[src/rtl/kv_table_writer.sv]
// rtl/kv_table_writer.sv - key->data table owner with insert/update/delete writes and a scanning data->key search
module kv_table_writer #(
  parameter int NR_KEY   = 4,
  parameter int KEY_LEN  = 4,
  parameter int DATA_LEN = 8
) (
  input  logic                                   clk,
  input  logic                                   rst_n,
  input  logic                                   wr_valid,
  output logic                                   wr_ready,
  input  logic                                   wr_del,
  input  logic [KEY_LEN-1:0]                     wr_key,
  input  logic [DATA_LEN-1:0]                    wr_data,
  output logic                                   wr_err,
  input  logic                                   rev_req_valid,
  output logic                                   rev_req_ready,
  input  logic [DATA_LEN-1:0]                    rev_data,
  output logic                                   rev_resp_valid,
  input  logic                                   rev_resp_ready,
  output logic                                   rev_resp_hit,
  output logic [KEY_LEN-1:0]                     rev_resp_key,
  output logic [NR_KEY*(KEY_LEN+DATA_LEN)-1:0]   lut,
  output logic [NR_KEY-1:0]                      entry_valid,
  output logic [$clog2(NR_KEY+1)-1:0]            count,
  output logic                                   full
);

  localparam int ENTRY_W = KEY_LEN + DATA_LEN;
  localparam int IDX_W   = $clog2(NR_KEY);
  localparam int CNT_W   = $clog2(NR_KEY + 1);

  typedef enum logic [1:0] {R_IDLE, R_SCAN, R_DONE} rstate_t;

  logic [KEY_LEN-1:0]  tkey_q  [NR_KEY];
  logic [KEY_LEN-1:0]  tkey_d  [NR_KEY];
  logic [DATA_LEN-1:0] tdata_q [NR_KEY];
  logic [DATA_LEN-1:0] tdata_d [NR_KEY];
  logic [NR_KEY-1:0]   valid_q, valid_d;
  logic                wr_err_q, wr_err_d;
  rstate_t             state_q, state_d;
  logic [IDX_W-1:0]    idx_q, idx_d;
  logic [DATA_LEN-1:0] srch_q, srch_d;
  logic                resp_hit_q, resp_hit_d;
  logic [KEY_LEN-1:0]  resp_key_q, resp_key_d;

  logic [CNT_W-1:0]    cnt;
  logic                is_full;
  logic                found, has_free, wr_fire;
  logic [IDX_W-1:0]    found_idx, free_idx;

  always_ff @(posedge clk or negedge rst_n) begin
    if (!rst_n) begin
      for (int i = 0; i < NR_KEY; i++) begin
        tkey_q[i]  <= '0;
        tdata_q[i] <= '0;
      end
      valid_q    <= '0;
      wr_err_q   <= 1'b0;
      state_q    <= R_IDLE;
      idx_q      <= '0;
      srch_q     <= '0;
      resp_hit_q <= 1'b0;
      resp_key_q <= '0;
    end else begin
      for (int i = 0; i < NR_KEY; i++) begin
        tkey_q[i]  <= tkey_d[i];
        tdata_q[i] <= tdata_d[i];
      end
      valid_q    <= valid_d;
      wr_err_q   <= wr_err_d;
      state_q    <= state_d;
      idx_q      <= idx_d;
      srch_q     <= srch_d;
      resp_hit_q <= resp_hit_d;
      resp_key_q <= resp_key_d;
    end
  end

  always_comb begin
    cnt = '0;
    for (int i = 0; i < NR_KEY; i++) begin
      cnt = cnt + CNT_W'(valid_q[i]);
    end
    is_full = (cnt == CNT_W'(NR_KEY));
  end

  // Descending scans leave the lowest matching / lowest free index selected.
  always_comb begin
    found     = 1'b0;
    found_idx = '0;
    has_free  = 1'b0;
    free_idx  = '0;
    for (int i = NR_KEY - 1; i >= 0; i--) begin
      if (valid_q[i] && (tkey_q[i] == wr_key)) begin
        found     = 1'b1;
        found_idx = IDX_W'(i);
      end
      if (!valid_q[i]) begin
        has_free = 1'b1;
        free_idx = IDX_W'(i);
      end
    end
  end

  assign wr_fire = wr_valid && (state_q == R_IDLE);

  // Write path; vacated slots are zeroed so invalid entries read as key=0/data=0.
  always_comb begin
    for (int i = 0; i < NR_KEY; i++) begin
      tkey_d[i]  = tkey_q[i];
      tdata_d[i] = tdata_q[i];
    end
    valid_d  = valid_q;
    wr_err_d = 1'b0;
    if (wr_fire) begin
      if (wr_del) begin
        if (found) begin
          valid_d[found_idx] = 1'b0;
          tkey_d[found_idx]  = '0;
          tdata_d[found_idx] = '0;
        end
      end else if (found) begin
        tdata_d[found_idx] = wr_data;
      end else if (has_free) begin
        valid_d[free_idx] = 1'b1;
        tkey_d[free_idx]  = wr_key;
        tdata_d[free_idx] = wr_data;
      end else begin
        wr_err_d = 1'b1;
      end
    end
  end

  always_comb begin
    state_d    = state_q;
    idx_d      = idx_q;
    srch_d     = srch_q;
    resp_hit_d = resp_hit_q;
    resp_key_d = resp_key_q;
    case (state_q)
      R_IDLE: begin
        if (rev_req_valid) begin
          srch_d  = rev_data;
          idx_d   = '0;
          state_d = R_SCAN;
        end
      end
      R_SCAN: begin
        if (valid_q[idx_q] && (tdata_q[idx_q] == srch_q)) begin
          resp_hit_d = 1'b1;
          resp_key_d = tkey_q[idx_q];
          state_d    = R_DONE;
        end else if (idx_q == IDX_W'(NR_KEY - 1)) begin
          resp_hit_d = 1'b0;
          resp_key_d = '0;
          state_d    = R_DONE;
        end else begin
          idx_d = idx_q + 1'b1;
        end
      end
      R_DONE: begin
        if (rev_resp_ready) begin
          state_d = R_IDLE;
        end
      end
      default: state_d = R_IDLE;
    endcase
  end

  always_comb begin
    wr_ready       = (state_q == R_IDLE);
    rev_req_ready  = (state_q == R_IDLE);
    rev_resp_valid = (state_q == R_DONE);
    rev_resp_hit   = resp_hit_q;
    rev_resp_key   = resp_key_q;
    wr_err         = wr_err_q;
    entry_valid    = valid_q;
    count          = cnt;
    full           = is_full;
    lut            = '0;
    for (int i = 0; i < NR_KEY; i++) begin
      lut[i*ENTRY_W +: ENTRY_W] = {tkey_q[i], tdata_q[i]};
    end
  end

endmodule

[config.mk]
export PLATFORM = sky130hd
export DESIGN_NAME = kv_table_writer
export DESIGN_NICKNAME = d
export VERILOG_FILES = /design/src/rtl/kv_table_writer.sv
export SDC_FILE = /design/constraint.sdc
export NUM_CORES = 1
export LEC_CHECK = 0
export CORE_ASPECT_RATIO = 0.5
export CORE_MARGIN = 3
export CORE_UTILIZATION = 40
export DETAILED_ROUTE_END_ITERATION = 10
export GPL_ROUTABILITY_DRIVEN = 1
export GPL_TIMING_DRIVEN = 0
export PLACE_DENSITY = 0.67
export SYNTH_ARGS = -nofsm -noshare
export SYNTH_HDL_FRONTEND = slang
export SYNTH_SLANG_ARGS = --single-unit
[constraint.sdc]
create_clock -name clk -period 3.13 [get_ports clk]
set_input_delay 0.313 -clock clk [delete_from_list [all_inputs] [get_ports clk]]
set_output_delay 0.313 -clock clk [all_outputs]
set_load 0.01 [all_outputs]
==> results.cfg <==
[worst_setup_path]
crit_start_category = flop
required_ns = 3.34
crit_path_cell_trace = clkbuf_1 > o2111ai_1 > or4_1 > buf_2 > nor4b_4 > a211oi_4 > mux2_2
timing_worst_setup_path_type = reg -> reg
critical_path.slowest_cell = a211oi_4
worst_path_dominant_cell_family = compound AO/OA/AOI/OAI gates
arrival_ns = 3.04
worst_setup_path_end_kind = flop
timing.critical_path.buf_inv = 2
slowest_delay_ns = 0.58
timing.critical_path.fanout_max = 8

[synthesis]
synthesis.area_sq_um = 3710
avgSynthCellArea_sq_um = 12.20
synth_top_cells_by_count = dfrtp_1, a22o_1, mux2_2, xnor2_1, nand2_1
synth_top_flop_cell = dfrtp_1
yosysMostFrequentCell = dfrtp_1
synthArstFlopShare_pct = 100.0
number_of_synthesized_register_bits = 70
synth_enable_flop_cells = 0
ys_seq_area_share_pct = 47.22
ys_types = 49
syn_inst = 304
total_nets_after_synthesis = 335
proportion_of_netlist_area_held_by_the_largest_area_contributor_pct = 47.22
yosys-top-cells-area = dfrtp_1, a22o_1, mux4_2
synthesis.yosys.warnings = 0
synth_area_leader_cell = dfrtp_1

[clocking]
clockRootBuffer = clkbuf_16
total_clock_sinks = 70
path_clk_slew_ns = 0.05
clock_tree.htree_level_count = 3
holdBufCountCts = 0
cts_tree = yes
clk-insertion-delay-late_ns = 0.33
cts-root-to-sink-buffers = 2
cts-buffers-inserted = 9

[drt]
route.antenna.remaining_nets = 0
mean_number_of_vias_per_cell = 5.608
detail_route.wl_per_cell_microns = 19.58
wl_microns = 10240
detail_route.first_pass.iterations = 4
drcViolationCount = 0
dr.first_iter.drc_count = 220
detailed_route_via_count = 2933

[timing]
max_slew.worst_pin.slew_ns = 1.096
timing_hold_violations_final = 0
setup_ws_post_layout_ns = 0.2990
layout_worst_path_cycle_share_pct = 90.45
clock.fmax_mhz = 353.2
report.final.setup_viol = 0
setup_total_negative_slack_ns = 0
slew-limit-headroom_pct = 26.34
worst_clock_skew_ns = 0.005014
final.min_clock_period_ns = 2.831
grt_setup_unrepaired = no
final-max-slew-violation-count = 0

[placement]
globalplace.congestion = 0.8684
dp.final_hpwl_microns = 7397
post_dp_cell_area_sq_um = 4715
placed_cells = 507
dpl_worst_slack_ns = 0.2327
portBuffers = 86

[power]
share_clk_of_total_power_pct = 17.1
switchingPower_mw = 1.903
power.share.sequential_pct = 31.3
leakagePower_nw = 2.151
p_int_mw = 3.359
design_power_total_mw = 5.262
cellPowerDensity_nw_per_um2 = 1054
vdd_ir_drop_max_mv = 0.4666
proportion_of_power_drawn_by_combinational_gates_pct = 51.6
proportion_of_total_power_due_to_net_switching_pct = 36.16

[cells_and_area]
post_route_cells_drive_above_1_share_pct = 16.01
area_delta_synth_final_pct = 34.54
number_of_standard_cells_in_the_layout_taps_in_and_fillers_out = 523
antenna_cells = 0
layout.nets = 434
stdcell_area_sq_um = 4991

[floorplanning]
core-area_sq_um = 8859
floorplan.die.width_microns = 142.2
num_io_pins = 91
floorplan.die_area_sq_um = 10540
placementRows = 24
die-height_microns = 74.10
initial_utilization_pct = 41.88

[job]
max_cap_violations = 0

[global_route]
grt_use_total_pct = 20.23
grt_pass1_vias = 3010
grt_max_degree = 71
grt_pass1_wl_microns = 16420
antenna_found_initial = 0
gr-total-overflow = 0

[outcome]
status = finished clean

[hold_path]
hold_wc_path_type = in -> async
## power groups by stage
stage / logic (mW) / registers [mW] / clock network [mW]
global placement: 2.64 / 1.65 / 0
finish: 2.71 / 1.65 / 0.901
detailed placement: 2.70 / 1.66 / 0
floorplan: 1.47 / 1.70 / 0
CTS: 2.72 / 1.65 / 0.918
global route: 2.94 / 1.70 / 0.962
## repair_timing
action	4_1_cts	5_1_grt
gates resized for setup	1	2
hold endpoints to repair	0	0
setup buffers	0	2
setup endpoints to repair	1	1
## layout make-up
cell class	instances	area, sq um
flip-flops and latches	70	1754
inverters	8	30.03
fillers	741	3867
clock buffers	12	246.5
multi-input cells	208	1841
plain buffers	18	87.58
clock inverters	2	10.01
well taps	117	146.4
repair buffers	88	875.8
## layout by cell type (no fill, tap or decap), drive strengths merged, types with 2 or more instances in the layout
| cell | instances |
|---|---|
| o21ai | 5 |
| nor2b | 12 |
| nor2 | 11 |
| nor3b | 3 |
| clkinv | 2 |
| nand4 | 4 |
| and2 | 4 |
| a2bb2oi | 3 |
| nor3 | 8 |
| nand2b | 5 |
| xor2 | 7 |
| dfrtp | 70 |
| a31oi | 2 |
| clkdlybuf4s50 | 84 |
| ha | 4 |
| clkbuf | 20 |
| a21oi | 2 |
| a22o | 45 |
| o211ai | 2 |
| nand3 | 8 |
| inv | 8 |
| mux4 | 11 |
| mux2i | 8 |
| nand2 | 14 |
| buf | 13 |
| mux2 | 18 |
| a211oi | 2 |
| xnor2 | 16 |
## per-layer routing
layer / part of all wire (%) / up-vias / track usage [%]
met4: 0.60 / 0 / 5.745
met1: 44 / 1497 / 27.06
li1: - / 1333 / -
met3: 6.3 / 6 / 5.074
met5: 0 / - / 0
met2: 49 / 97 / 33.37
## kinds of logic (layout without fill, tap and decap cells)
group | Yosys count | after routing | synth area share [%]
simple gates | 76 | 76 | 11.80
flops | 70 | 70 | 47.22
compound gates | 67 | 67 | 15.85
mux | 37 | 37 | 14.64
buf+inv | 26 | 128 | 3.170
xor+xnor | 23 | 23 | 5.430
fa+ha+maj | 5 | 5 | 1.889
## per-stage QoR
| stage | utilization [%] | hold WS [ns] |
|---|---|---|
| CTS | 56.13 | 0.1400 |
| global placement | 53.25 | 0.4670 |
| detailed placement | 53.22 | 0.4734 |
| global route | 56.34 | 0.1785 |
| finish | 56.34 | 0.1056 |
| floorplan | - | 0.01741 |
## path summary, 6_finish.rpt
check | start | end | depth (start not counted) | slack [ns]
worst max register to register | entry_valid[2] | lut[2] | 7 | 0.30
min in group clk | wr_key[3] | lut[35] | 2 | 0.32
max in group asynchronous | rst_n | entry_valid[0] | 1 | 2.43
worst min register to register | rev_resp_hit | rev_resp_hit | 1 | 0.48
worst max-delay path | entry_valid[2] | lut[2] | 7 | 0.30
worst min-delay path | rst_n | rev_resp_key[3] | 1 | 0.11
## state kept, by name, indices dropped and copies added (netlist names)
name and cells:
entry_valid 4, idx_q 2, lut 48, rev_resp_hit 1, rev_resp_key 4, srch_q 8
state_q 2, wr_err 1
## worst register-to-register path, stage by stage (launching register included)
cell	delay, ns
dfrtp_1	0.36
clkbuf_1	0.31
o2111ai_1	0.15
or4_1	0.53
buf_2	0.19
nor4b_4	0.17
a211oi_4	0.59
mux2_2	0.41
Power figures use the tool's default switching activity.
